`src/rtl/instruction_fetch_pkg.sv`:
```
// Shared definitions for the instruction fetch sequencer: bus widths,
// mem_control_bus bit indices and encodings, the two-word opcode flag
// position and the fetch FSM state encoding.
package instruction_fetch_pkg;

    localparam int unsigned WORD_W = 16;
    localparam int unsigned CTL_W  = 4;
    localparam int unsigned WAIT_W = 3;

    // mem_control_bus bit indices; bit 3 is reserved and always 0
    localparam int unsigned MEMCTL_LOAD_ADDR = 0;
    localparam int unsigned MEMCTL_WRITE     = 1;
    localparam int unsigned MEMCTL_READ      = 2;

    localparam logic [CTL_W-1:0] CTL_IDLE      = '0;
    localparam logic [CTL_W-1:0] CTL_LOAD_ADDR = CTL_W'(1) << MEMCTL_LOAD_ADDR;
    localparam logic [CTL_W-1:0] CTL_READ      = CTL_W'(1) << MEMCTL_READ;

    // Set in the first word when an operand word follows at address+1
    localparam int unsigned TWO_WORD_BIT = 15;

    typedef enum logic [2:0] {
        IF_IDLE  = 3'd0,
        IF_ADDR1 = 3'd1,
        IF_READ1 = 3'd2,
        IF_ADDR2 = 3'd3,
        IF_READ2 = 3'd4,
        IF_DONE  = 3'd5
    } if_state_e;

endpackage

```
`src/rtl/instruction_fetch_if.sv`:
```
// Fetch request / shared-bus / result bundle of instruction_fetch.
//   master : requester side (P_reg update logic + resolved bus)
//   slave  : instruction_fetch itself
// With IFETCH_ABORT_EN defined the bundle also carries fetch_abort.
interface instruction_fetch_if;
    import instruction_fetch_pkg::*;

    logic              fetch_req;
    logic [WORD_W-1:0] P_reg;
    logic [WORD_W-1:0] bus_in;
    logic [WORD_W-1:0] bus_out;
    logic              bus_oe;
    logic [CTL_W-1:0]  mem_control_bus;
    logic [WORD_W-1:0] instruction;
    logic [WORD_W-1:0] operand;
    logic              instr_valid;
    logic              double_increment;
    logic              busy;
`ifdef IFETCH_ABORT_EN
    logic              fetch_abort;

    modport master (
        output fetch_req, P_reg, bus_in, fetch_abort,
        input  bus_out, bus_oe, mem_control_bus, instruction, operand,
               instr_valid, double_increment, busy
    );
    modport slave (
        input  fetch_req, P_reg, bus_in, fetch_abort,
        output bus_out, bus_oe, mem_control_bus, instruction, operand,
               instr_valid, double_increment, busy
    );
`else
    modport master (
        output fetch_req, P_reg, bus_in,
        input  bus_out, bus_oe, mem_control_bus, instruction, operand,
               instr_valid, double_increment, busy
    );
    modport slave (
        input  fetch_req, P_reg, bus_in,
        output bus_out, bus_oe, mem_control_bus, instruction, operand,
               instr_valid, double_increment, busy
    );
`endif

endinterface

```
`src/rtl/instruction_fetch_wait_counter.sv`:
```
// Read-phase wait counter: loads READ_LATENCY on entry to a read phase,
// counts down once per read cycle and flags the last read cycle.
//   clock, reset : clock and synchronous active-high reset
//   load         : entering a read phase on this edge
//   dec          : currently in a read phase
//   clear        : abandon the count (fetch aborted)
//   last_c       : current cycle is the final read cycle
module instruction_fetch_wait_counter
    import instruction_fetch_pkg::*;
#(
    parameter int unsigned READ_LATENCY = 1
) (
    input  logic clock,
    input  logic reset,
    input  logic load,
    input  logic dec,
    input  logic clear,
    output logic last_c
);

    logic [WAIT_W-1:0] count;

    // Counts down to 0 on the final read edge, so it is idle-zero after every phase
    always_ff @(posedge clock) begin
        if (reset || clear) begin
            count <= '0;
        end else if (load) begin
            count <= WAIT_W'(READ_LATENCY);
        end else if (dec && (count != '0)) begin
            count <= count - WAIT_W'(1);
        end
    end

    assign last_c = (count == WAIT_W'(1));

endmodule

```
`src/rtl/instruction_fetch.sv`:
```
// Instruction fetch sequencer in front of memory_controller. On an accepted
// fetch_req it drives P_reg onto the shared bus, runs the load-address and
// read phases on mem_control_bus, captures one or two words and reports
// them with a one-cycle instr_valid pulse (double_increment for two words).
// Ports:
//   clock, reset : clock, synchronous active-high reset
//   fif (slave)  : fetch_req, P_reg, bus_in in; bus_out, bus_oe,
//                  mem_control_bus, instruction, operand, instr_valid,
//                  double_increment, busy out (all registered)
// Parameter READ_LATENCY (1..7): read-phase length in cycles.
// Optional IFETCH_ABORT_EN: adds fif.fetch_abort, which returns any busy
// fetch to IDLE on the next edge without publishing a result.
module instruction_fetch
    import instruction_fetch_pkg::*;
#(
    parameter int unsigned READ_LATENCY = 1
) (
    input  logic                clock,
    input  logic                reset,
    instruction_fetch_if.slave  fif
);

    if_state_e         state;
    logic [WORD_W-1:0] addr;
    logic [WORD_W-1:0] first_word;
    logic              abort_c;
    logic              wait_load_c;
    logic              wait_dec_c;
    logic              wait_last_c;

`ifdef IFETCH_ABORT_EN
    assign abort_c = fif.fetch_abort && (state != IF_IDLE);
`else
    assign abort_c = 1'b0;
`endif

    assign wait_load_c = !abort_c && ((state == IF_ADDR1) || (state == IF_ADDR2));
    assign wait_dec_c  = (state == IF_READ1) || (state == IF_READ2);

    instruction_fetch_wait_counter #(
        .READ_LATENCY (READ_LATENCY)
    ) u_wait (
        .clock  (clock),
        .reset  (reset),
        .load   (wait_load_c),
        .dec    (wait_dec_c),
        .clear  (abort_c),
        .last_c (wait_last_c)
    );

    // Fetch FSM; outputs are registered alongside the state they belong to.
    // Results are published only on entry to DONE so an abandoned fetch
    // never disturbs the previously reported instruction/operand.
    always_ff @(posedge clock) begin
        if (reset) begin
            state                <= IF_IDLE;
            addr                 <= '0;
            first_word           <= '0;
            fif.bus_out          <= '0;
            fif.bus_oe           <= 1'b0;
            fif.mem_control_bus  <= CTL_IDLE;
            fif.instruction      <= '0;
            fif.operand          <= '0;
            fif.instr_valid      <= 1'b0;
            fif.double_increment <= 1'b0;
            fif.busy             <= 1'b0;
        end else begin
            fif.bus_out          <= '0;
            fif.bus_oe           <= 1'b0;
            fif.mem_control_bus  <= CTL_IDLE;
            fif.instr_valid      <= 1'b0;
            fif.double_increment <= 1'b0;

            if (abort_c) begin
                state    <= IF_IDLE;
                fif.busy <= 1'b0;
            end else begin
                case (state)
                    IF_IDLE: begin
                        if (fif.fetch_req) begin
                            addr                <= fif.P_reg;
                            state               <= IF_ADDR1;
                            fif.busy            <= 1'b1;
                            fif.bus_oe          <= 1'b1;
                            fif.bus_out         <= fif.P_reg;
                            fif.mem_control_bus <= CTL_LOAD_ADDR;
                        end
                    end
                    IF_ADDR1: begin
                        state               <= IF_READ1;
                        fif.mem_control_bus <= CTL_READ;
                    end
                    IF_READ1: begin
                        if (!wait_last_c) begin
                            fif.mem_control_bus <= CTL_READ;
                        end else if (fif.bus_in[TWO_WORD_BIT]) begin
                            first_word          <= fif.bus_in;
                            state               <= IF_ADDR2;
                            fif.bus_oe          <= 1'b1;
                            fif.bus_out         <= addr + WORD_W'(1);
                            fif.mem_control_bus <= CTL_LOAD_ADDR;
                        end else begin
                            fif.instruction <= fif.bus_in;
                            fif.operand     <= '0;
                            fif.instr_valid <= 1'b1;
                            state           <= IF_DONE;
                        end
                    end
                    IF_ADDR2: begin
                        state               <= IF_READ2;
                        fif.mem_control_bus <= CTL_READ;
                    end
                    IF_READ2: begin
                        if (!wait_last_c) begin
                            fif.mem_control_bus <= CTL_READ;
                        end else begin
                            fif.instruction      <= first_word;
                            fif.operand          <= fif.bus_in;
                            fif.instr_valid      <= 1'b1;
                            fif.double_increment <= 1'b1;
                            state                <= IF_DONE;
                        end
                    end
                    default: begin
                        state    <= IF_IDLE;
                        fif.busy <= 1'b0;
                    end
                endcase
            end
        end
    end

endmodule
```
`src/flat_wrapper.sv`:
```
// flat-port wrapper written by rule: the top's interface ports become plain ports
module instruction_fetch_flat import instruction_fetch_pkg::*;
#(
    parameter int unsigned READ_LATENCY = 1
)
  (clock, reset, fif_fetch_req, fif_P_reg, fif_bus_in, fif_bus_out, fif_bus_oe, fif_mem_control_bus, fif_instruction, fif_operand, fif_instr_valid, fif_double_increment, fif_busy);
  instruction_fetch_if fif_i ();
  input  logic clock;
  input  logic reset;
  input wire logic [$bits(fif_i.fetch_req)-1:0] fif_fetch_req;
  input wire logic [$bits(fif_i.P_reg)-1:0] fif_P_reg;
  input wire logic [$bits(fif_i.bus_in)-1:0] fif_bus_in;
  output wire logic [$bits(fif_i.bus_out)-1:0] fif_bus_out;
  output wire logic [$bits(fif_i.bus_oe)-1:0] fif_bus_oe;
  output wire logic [$bits(fif_i.mem_control_bus)-1:0] fif_mem_control_bus;
  output wire logic [$bits(fif_i.instruction)-1:0] fif_instruction;
  output wire logic [$bits(fif_i.operand)-1:0] fif_operand;
  output wire logic [$bits(fif_i.instr_valid)-1:0] fif_instr_valid;
  output wire logic [$bits(fif_i.double_increment)-1:0] fif_double_increment;
  output wire logic [$bits(fif_i.busy)-1:0] fif_busy;
  assign fif_i.fetch_req = fif_fetch_req;
  assign fif_i.P_reg = fif_P_reg;
  assign fif_i.bus_in = fif_bus_in;
  assign fif_bus_out = fif_i.bus_out;
  assign fif_bus_oe = fif_i.bus_oe;
  assign fif_mem_control_bus = fif_i.mem_control_bus;
  assign fif_instruction = fif_i.instruction;
  assign fif_operand = fif_i.operand;
  assign fif_instr_valid = fif_i.instr_valid;
  assign fif_double_increment = fif_i.double_increment;
  assign fif_busy = fif_i.busy;
  instruction_fetch #(.READ_LATENCY(READ_LATENCY)) u_core (.clock(clock), .reset(reset), .fif(fif_i));
endmodule
```
`config.mk`:
```
export PLATFORM = sky130hd
export DESIGN_NAME = instruction_fetch_flat
export DESIGN_NICKNAME = d
export VERILOG_FILES = /design/src/rtl/instruction_fetch_pkg.sv /design/src/rtl/instruction_fetch_if.sv /design/src/rtl/instruction_fetch_wait_counter.sv /design/src/rtl/instruction_fetch.sv /design/src/flat_wrapper.sv
export SDC_FILE = /design/constraint.sdc
export NUM_CORES = 1
export LEC_CHECK = 0
export ABC_AREA = 1
export CAP_MARGIN = 15
export CORE_UTILIZATION = 50
export DETAILED_ROUTE_END_ITERATION = 7
export GPL_ROUTABILITY_DRIVEN = 0
export GPL_TIMING_DRIVEN = 0
export HOLD_SLACK_MARGIN = 0.12
export PLACE_DENSITY = 0.77
export SLEW_MARGIN = 20
export SYNTH_ARGS = -nofsm -noshare
export SYNTH_HDL_FRONTEND = slang
export SYNTH_HIERARCHICAL = 1
export SYNTH_SLANG_ARGS = --single-unit
```
`constraint.sdc`:
```
create_clock -name clock -period 2.3 [get_ports clock]
set_clock_uncertainty 0.15 [all_clocks]
set_input_delay 0.23 -clock clock [delete_from_list [all_inputs] [get_ports clock]]
set_output_delay 0.23 -clock clock [all_outputs]
set_load 0.01 [all_outputs]
```
==> impl_metrics.env <==
export IMPL_vias=3732
export IMPL_r2r_start="u_core/u_wait/count[1]"
export IMPL_synth_edf_count=0
export IMPL_worstPathCellList="inv_1 > ha_1 > inv_1 > nor2_1 > buf_2 > nand3_2 > inv_2 > buf_6 > nand3b_1 > a21oi_1"
export IMPL_grt_pass1_wl_um=15300
export IMPL_clkLatencyLatePin_ns=0.35
export IMPL_crit_arrival_ns=2.28
export IMPL_dp_slack_ns=0.168
export IMPL_clk_pin_slew_ns=0.09
export IMPL_synth_top_cell_by_area="dfxtp_1"
export IMPL_synth_top_family_by_area="simple AND/OR/NAND/NOR gates"
export IMPL_synth_flop_cell="dfxtp_1"
export IMPL_cts_buffer_depth=2
export IMPL_drv_slew=0
export IMPL_status="finished clean"
export IMPL_finalCritPeriodShare=0.941
export IMPL_drive_gt1_frac=0.0734
export IMPL_synth_cell_area_mm2=0.00389
export IMPL_r2r_setup_slack_ns=0.14
export IMPL_netlist_instances=535
export IMPL_wl_um=9170
export IMPL_routed_via_density=5.05
export IMPL_synthTopCellsByArea="dfxtp_1, nand2_1, a21oi_1"
export IMPL_grt_max_degree=16
export IMPL_grt_total_usage=0.230
export IMPL_ant_nets=0
export IMPL_antenna_found_initial=0
export IMPL_period_needed_ns=2.16
export IMPL_synth_area_mux_share=0
export IMPL_hp_start="u_core/first_word[7]"
export IMPL_maxCapViolCount=0
export IMPL_core_rowCount=31
export IMPL_final_nets=675
export IMPL_holdPathStages=2
export IMPL_hold_violations=0
export IMPL_postCtsSetupBuffers=0
export IMPL_fmax_ghz=0.462
export IMPL_n_antenna_cell=0
export IMPL_setup_tns_ns=0
export IMPL_grt_use_met3=0.0491
export IMPL_postSynthAreaPerCell_um2=7.27
export IMPL_tritoncts="done"
export IMPL_leakage_uw=0.00192
export IMPL_yosysWarnings=6
export IMPL_areaGrowthSynthToFinish_pct=30.9
export IMPL_hold_path_class="flip-flop to flip-flop"
export IMPL_min_to="u_core/first_word[7]"
export IMPL_cp_max_fo=10
export IMPL_fin_util=0.691
export IMPL_io_buffers=88
export IMPL_synth_compound_area_frac=0.165
export IMPL_rr_endpoint="u_core/fif.bus_out[7]"
export IMPL_rsz0062_at_grt="no"
export IMPL_cts_root_buf="clkbuf_8"
export IMPL_synthTopCellsByCount="nand2_1, dfxtp_1, a21oi_1, nor2_1, inv_1"
export IMPL_avgRoutedWirePerCell_um=12.4
export IMPL_netlist_cell_type_count=33
export IMPL_core_area_mm2=0.00737
export IMPL_nFillCells=626
export IMPL_fp_dieW_um=90.2
export IMPL_grt_pass1_vias=3412
export IMPL_synth_top_area_frac=0.474
export IMPL_globalRouteOverflowTotal=0
export IMPL_critPathMaxStageDelay_ns=0.32
export IMPL_clkSinkCount=92
export IMPL_drc_errors=0
export IMPL_grt_use_met1=0.272
export IMPL_busiest_layer="met2"
export IMPL_setup_viol=0
export IMPL_ys_seq_area_frac=0.474
export IMPL_power_uw=4250
export IMPL_cts_htree_levels=3
export IMPL_drt_initial_drc_count=233
export IMPL_ys_seq_elements=92
export IMPL_global_route_usage_met2=0.415
export IMPL_start_kind="flip-flop"
export IMPL_vdd_drop_max_mv=0.565
export IMPL_synth_simple_area_share=0.240
export IMPL_r2r_cells=10
export IMPL_postLayoutSetupSlackWorst_ns=0.135
export IMPL_numCtsBuffers=9
export IMPL_max_slew_margin=0.629
export IMPL_dieArea_mm2=0.00813
export IMPL_crit_required_ns=2.42
export IMPL_crit_top_cell="inv_1"
export IMPL_criticalPathCategory="flip-flop to flip-flop"
export IMPL_num_io_pins=91
export IMPL_holdBufCountCts=0
export IMPL_ctsResizeCount=0
export IMPL_dp_hpwl_um=6760
export IMPL_async_reset_ff_frac=0
export IMPL_yosysMostFrequentCell="nand2_1"
export IMPL_synth_xor_area_frac=0.00450
export IMPL_synthAdderAreaFrac=0.0129
export IMPL_cp_end_kind="flip-flop"
export IMPL_start_util=0.528
export IMPL_slowest_stage="dfxtp_1"
export IMPL_dieHeight_um=90.2
export IMPL_tightest_slew_ns=0.556
export IMPL_power_density_mw_per_mm2=834
export IMPL_dr_pass1_iters=5
## metrics by stage
step,std cells,area (um2),hold slack (ns)
2_1_floorplan,537,3900,0.234
3_3_place_gp,724,4900,0.284
3_5_place_dp,724,4900,0.290
5_1_grt,739,5090,0.318
4_1_cts,739,5090,0.293
6_report,739,5090,0.299
## power by group
group	total, uW	internal, uW	switching, uW	leakage [uW]
clock network	1060	502	556	0.0000890
logic	1280	508	777	0.00108
registers	1900	1760	139	0.000746
total	4250	2770	1470	0.00192
## final cells by class
type	instances	area [um2]	share of cell area
timing repair buffer	88	881	0.173
tap	99	124	0.0243
clock buffer	10	128	0.0251
buffer	29	153	0.0300
sequential	92	1840	0.362
inverter	65	246	0.0484
multi-input combinational	351	1660	0.325
clock inverter	5	62.6	0.0123
## per-layer routing
metal / up-vias / wire, um
met5: - / 0
met4: 0 / 168
met3: 26 / 619
met2: 152 / 4520
met1: 1640 / 3860
li1: 1914 / -
## placed cells by master, fill, tap and decap left out, drive strengths merged
cell / netlist / routed
conb: 1 / 3
nor2: 65 / 65
dfxtp: 92 / 92
bufinv: 0 / 1
a21oi: 71 / 71
o21ai: 51 / 51
inv: 62 / 63
nand3: 41 / 41
xor2: 2 / 2
a211oi: 1 / 1
clkdlybuf4s50: 0 / 88
nand3b: 1 / 1
clkbuf: 12 / 22
a21o: 1 / 1
nor3: 4 / 4
clkinvlp: 0 / 2
ha: 4 / 4
clkinv: 3 / 4
nand4: 4 / 4
o22ai: 1 / 1
o21bai: 1 / 1
buf: 17 / 17
nand2: 100 / 100
or2: 1 / 1
## how the worst max path moves through the flow
stage                                    endpoint  cells past startpoint                   start
floorplan                   u_core/first_word[12]                      9  u_core/u_wait/count[1]
global placement            u_core/fif.bus_out[0]                      5                   reset
detailed placement  u_core/fif.mem_control_bus[0]                      5                   reset
CTS                         u_core/fif.bus_out[7]                     10  u_core/u_wait/count[1]
global route                u_core/fif.bus_out[7]                     10  u_core/u_wait/count[1]
finish                      u_core/fif.bus_out[7]                     10  u_core/u_wait/count[1]
## sequential cells by signal, indices dropped and copies added (netlist names)
register,count
u_core/fif.busy,1
u_core/fif.mem_control_bus,2
u_core/u_wait/count,3
u_core/state,3
u_core/fif.operand,16
u_core/fif.instr_valid,1
u_core/fif.instruction,16
u_core/first_word,16
u_core/addr,16
u_core/fif.bus_out,16
u_core/fif.double_increment,1
u_core/fif.bus_oe,1
## worst max-delay path: cells and delay by family, from the launching register on
kind	cells	cell delay, ns
buffers and inverters	5	0.75
and+or+nand+nor	3	0.50
DFF	1	0.32
AOI/OAI and AO/OA	1	0.19
adders and majority gates	1	0.15
## kinds of logic after synthesis
| group | Yosys count |
|---|---|
| AO/OA/AOI/OAI | 126 |
| flip-flops | 92 |
| buffers and inverters | 94 |
| adder cells (fa/ha/maj) | 4 |
| XOR/XNOR | 2 |
| other | 1 |
| AND/OR/NAND/NOR | 216 |
(Power assumes the default switching activity.)
==> RTL edit 1, RTL diff (same settings) <==
Change the package constant `WAIT_W` from 3 to 6.
--- a/src/rtl/instruction_fetch_pkg.sv
+++ b/src/rtl/instruction_fetch_pkg.sv
@@ -6,5 +6,5 @@
     localparam int unsigned WORD_W = 16;
     localparam int unsigned CTL_W  = 4;
-    localparam int unsigned WAIT_W = 3;
+    localparam int unsigned WAIT_W = 6;
 
     // mem_control_bus bit indices; bit 3 is reserved and always 0
Check against the original RTL: same outputs for any inputs over 4 cycles, from zero or initial values and one cycle with reset high; that may be too few to reach the edited logic, so the function may still have changed.
==> RTL edit 1 against the original RTL <==
- global-route usage rose by 1.8 points
- core utilization fell by 1.4 points
- largest cell class unchanged
- sequential cell count rose by 3
- count of clock-buffer cells in the layout did not move
- setup slack improved by 0.072 ns
- final area rose by 3.3%
- via count rose by 6.7%
- first-iteration DRC count fell by 39%
- highest routed layer unchanged
- synthesized area rose by 4.2%
- synthesized cell count rose by 4.9%
- critical path type unchanged
- total power rose by 2.3%
- routed wire length rose by 11%
- critical endpoint unchanged
==> RTL edit 1: results (changes against the original RTL) <==
| Metric | Value |
|---|---|
| Outcome | finished clean |
| All-layer global routing usage | 24.8% (+1.8 points) |
| Worst reg2reg setup slack | 0.21 ns (+0.07 ns) |
| Crit path from | u_core/u_wait/count[1]$_SDFFE_PP0P_ |
| Proportion of layout cells with a drive suffix above 1 | 7.50% (+0.15 points) |
| Worst VDD drop | 495 uV (-12%) |
| Starting DRT DRC Count | 141 (-39%) |
| Slowest-stage cell, CP | dfxtp_1 |
| FILL cells | 711 (+14%) |
| Crit path DAT | 2.22 ns (-0.06 ns) |
| Cts repair resizes | 0 (unchanged) |
| Normalized max-slew margin | 61.0% (-1.9 points) |
| Placed instance area | 5070 um^2 (+3.4%) |
| Largest net degree at the start of global routing | 18 (+2) |
| Worst Path Max Fanout | 10 (unchanged) |
| Via density | 5.18 (+2.5%) |
| Vias in the first global route | 3720 (+9.0%) |
| Worst hold start | u_core/first_word[13]$_SDFFE_PP0P_ |
| First-pass GRT wire length | 16800 um (+9.5%) |
| Initial antenna violation count | 0 (unchanged) |
| Detailed Place HPWL | 7500 um (+11%) |
| Routed WL | 10200 um (+11%) |
| Post-synth top cells | 102 x nand2_1, 95 x dfxtp_1, 74 x a21oi_1 |
| Synth Flop Type | dfxtp_1 |
| Top cells by area, synth | dfxtp_1 47%, nand2_1 9.4%, a21oi_1 9.1%, nor2_1 6.2%, o21ai_0 6.0% |
| Clock-pin slew on the worst setup and hold paths | 0.09 ns (about the same) |
| Cell count of the worst reg-to-reg path | 9 (-1) |
| Hold Worst Slack | 0.303 ns (+0.00434 ns) |
| Hold Path End | u_core/first_word[13]$_SDFFE_PP0P_ |
| Netlist cell types | 34 (+3.0%) |
| Register area share after synthesis | 46.9% (-0.45 points) |
| Latest clock arrival within the worst-skew pair | 0.36 ns |
| PortBufs | 88 (unchanged) |
| Static Leak | 0.00200 uW (+4.3%) |
| Design Area, Final | 5260 um^2 (+3.3%) |
| Fin nets | 701 (+3.9%) |
RTL edit 1: layout make-up:
| type | instances | area share, % |
|---|---|---|
| plain buffers | 29 | 2.90 |
| clock buffers | 10 | 2.62 |
| clock inverters | 6 | 0.952 |
| inverters | 66 | 4.74 |
| multi-input cells | 373 | 33.4 |
| flip-flops and latches | 95 | 36.2 |
| well taps | 102 | 2.43 |
| repair buffers | 88 | 16.8 |
RTL edit 1: per-stage QoR:
stage / setup WS [ns] / power [uW] / instances
finish: 0.207 / 4350 / 769
global route: 0.0718 / 4630 / 769
CTS: 0.202 / 4360 / 769
detailed placement: 0.107 / 3320 / 753
global placement: 0.129 / 3280 / 753
floorplan: 0.588 / 2850 / 563
RTL edit 1: logic make-up after synthesis:
family	Yosys count	share of synthesized area [%]
AOI/OAI and AO/OA	130	16.3
xor gates and xnor gates	3	0.648
adders and majority gates	4	1.23
buffers and inverters	95	9.91
DFF	95	46.9
other	1	0.0925
and+or+nand+nor	233	24.9
RTL edit 1: worst max-delay path, delay by kind of cell (launching register included):
kind / cells / cell delay (ns)
compound gates: 1 / 0.16
buf+inv: 4 / 0.69
simple gates: 3 / 0.52
fa+ha+maj: 1 / 0.15
flops: 1 / 0.33
RTL edit 1: per-layer routing:
metal,track usage (%),wire length (um),vias up
met3,3.57,586,16
met2,42.5,5020,151
li1,-,-,1998
met1,30.6,4380,1816
met5,0,0,-
met4,11.1,165,0
RTL edit 1: power by group:
group	internal (uW)	leakage [uW]	switching, uW	total, uW
clock network	436	0.0000899	605	1040
registers	1820	0.000771	140	1960
logic	522	0.00114	825	1350
==> RTL edit 2, RTL diff (same settings) <==
Made on the original files. Re-encode `if_state_e` (6 states) as one-hot, 6 bits wide.
--- a/src/rtl/instruction_fetch_pkg.sv
+++ b/src/rtl/instruction_fetch_pkg.sv
@@ -20,11 +20,11 @@
     localparam int unsigned TWO_WORD_BIT = 15;
 
-    typedef enum logic [2:0] {
-        IF_IDLE  = 3'd0,
-        IF_ADDR1 = 3'd1,
-        IF_READ1 = 3'd2,
-        IF_ADDR2 = 3'd3,
-        IF_READ2 = 3'd4,
-        IF_DONE  = 3'd5
+    typedef enum logic [5:0] {
+        IF_IDLE  = 6'b000001,
+        IF_ADDR1 = 6'b000010,
+        IF_READ1 = 6'b000100,
+        IF_ADDR2 = 6'b001000,
+        IF_READ2 = 6'b010000,
+        IF_DONE  = 6'b100000
     } if_state_e;
 
Behaviour: same outputs for any inputs over 4 cycles, from zero or initial values and one cycle with reset high; so few cycles prove little.
==> RTL edit 2 against the original RTL <==
- synthesized cell count increased by 9.2%
- via count increased by 6.9%
- count of clock-buffer cells in the layout unchanged
- sequential cell count rose by 3
- final area rose by 6.2%
- setup slack improved by 0.13 ns
- routed wire length is 14% higher
- maximum frequency grew 6.6%
- hold slack worse by 0.0023 ns
- sequential share of layout area down 1.0 points
- synthesized area is 7.1% higher
- critical endpoint is now u_core/first_word[8]$_SDFFE_PP0P_
- highest routed layer unchanged
Power is not compared: it rests on default switching activity, and its combinational part moved more than twofold at a synthesized area within 25%.
==> RTL edit 2: results (changes against the original RTL) <==
| Metric | Value |
|---|---|
| Outcome | finished clean |
| Highest metal used | met4 |
| Routed length on met2 | 5210 um (+15%) |
| First-pass GRT wire length | 17200 um (+12%) |
| Adder-Cell Fraction of Synth Area | 1.20% (-0.085 points) |
| Starting DRT DRC Count | 197 (-15%) |
| Latest clock arrival within the worst-skew pair | 0.37 ns (+0.02 ns) |
| TritonRoute pass-1 iters | 4 (-1) |
| Wire length per cell | 13.2 um (+6.5%) |
| Sum of negative setup slack | 0 ns (unchanged) |
| Xor/xnor share of the synthesized area | 0.841% (+0.39 points) |
| FF-to-FF Start | u_core/u_wait/count[1]$_SDFFE_PP0P_ |
| Worst hold start | fif_P_reg[8] |
| Vias in the first global route | 3805 (+12%) |
| Crit path DAT | 2.15 ns (-0.13 ns) |
| Mux cell area share after synthesis | 0% (unchanged) |
| Global-route met2 utilization | 44.2% (+2.7 points) |
| Post-synth top cells | 155 x nand2_1, 95 x dfxtp_1, 88 x nor2_1 |
| Fin nets | 724 (+7.3%) |
| Detailed Place HPWL | 7830 um (+16%) |
| Hold depth | 3 (+1) |
| HP Class | in2reg |
| Proportion of layout cells with a drive suffix above 1 | 8.42% (+1.1 points) |
| Met1 WL | 4600 um (+19%) |
| Met1 GRT Util | 30.8% (+3.6 points) |
| Worst reg2reg setup slack | 0.27 ns (+0.13 ns) |
| Top cells by area, synth | dfxtp_1 46%, nand2_1 14%, nor2_1 7.9%, nand3_1 7.0%, a21oi_1 6.6% |
| Synth Area in Compound Gates | 9.82% (-6.7 points) |
| Netlist cell types | 32 (-3.0%) |
| FILL cells | 677 (+8.1%) |
| Crit path max-delay family | simple AND/OR/NAND/NOR gates |
| Slowest-stage cell, CP | dfxtp_1 |
| Register area share after synthesis | 45.7% (-1.7 points) |
| Hold Path End | u_core/addr[8]$_SDFFE_PP0P_ |
| PortBufs | 88 (unchanged) |
| Met3 Usage GRT | 4.31% (-0.60 points) |
| Metal3 WL | 466 um (-25%) |
| Total of warnings raised by yosys | 6 (unchanged) |
| Hold buffers post-CTS | 0 (unchanged) |
| Routed via count | 3989 (+6.9%) |
| CTS Buf Count | 9 (unchanged) |
| R2r endpoint | u_core/first_word[8]$_SDFFE_PP0P_ |
| Initial antenna violation count | 0 (unchanged) |
| All-layer global routing usage | 25.3% (+2.3 points) |
| Normalized max-slew margin | 64.4% (+1.4 points) |
RTL edit 2: cell types whose count changed after synthesis, sizes merged, moves of 3 or more:
| cell | delta |
|---|---|
| nor3 | -3 |
| nor2 | +30 |
| a21oi | -14 |
| nand3 | +17 |
| o21ai | -35 |
| nand4 | +3 |
| inv | -11 |
| dfxtp | +3 |
| nand2 | +62 |
RTL edit 2: report_power, final:
group / internal, uW / switching, uW / leakage (uW) / total, uW
registers: 1690 / 35.7 / 0.000770 / 1720
clock network: 635 / 578 / 0.000101 / 1210
logic: 147 / 166 / 0.00141 / 313
total: 2470 / 779 / 0.00228 / 3250
RTL edit 2: stage by stage:
stage               hold slack, ns  cells  worst slack [ns]  instance area [um^2]  util, %
floorplan                    0.215    586             0.530                  4170        -
finish                       0.296    791             0.269                  5410     68.5
CTS                          0.286    791             0.121                  5400     68.5
global placement             0.305    776             0.187                  5180     65.7
detailed placement           0.314    776             0.152                  5180     65.7
global route                 0.303    791             0.101                  5410     68.5
RTL edit 2: cell families (layout without fill, tap and decap cells):
logic type	after synthesis	in the layout
other	1	3
xor gates and xnor gates	4	4
and+or+nand+nor	323	323
adders and majority gates	4	4
DFF	95	95
buffers and inverters	80	183
AOI/OAI and AO/OA	77	77
RTL edit 2: layout make-up:
class,count,area share [%]
inverter,52,3.63
sequential,95,35.2
clock buffer,10,2.55
buffer,28,3.05
multi-input combinational,411,35.4
timing repair buffer,88,16.3
clock inverter,5,1.53
tap,102,2.36
RTL edit 2: tightest hold or removal path: stages:
cell and delay (ns):
clkdlybuf4s50_1 0.39, nand2_1 0.08, a21oi_1 0.06
RTL edit 2: repair_timing:
action                                  4_1_cts  5_1_grt
resized for setup                             0        3
setup buffers                                 0        0
endpoints found under the setup margin        0       30
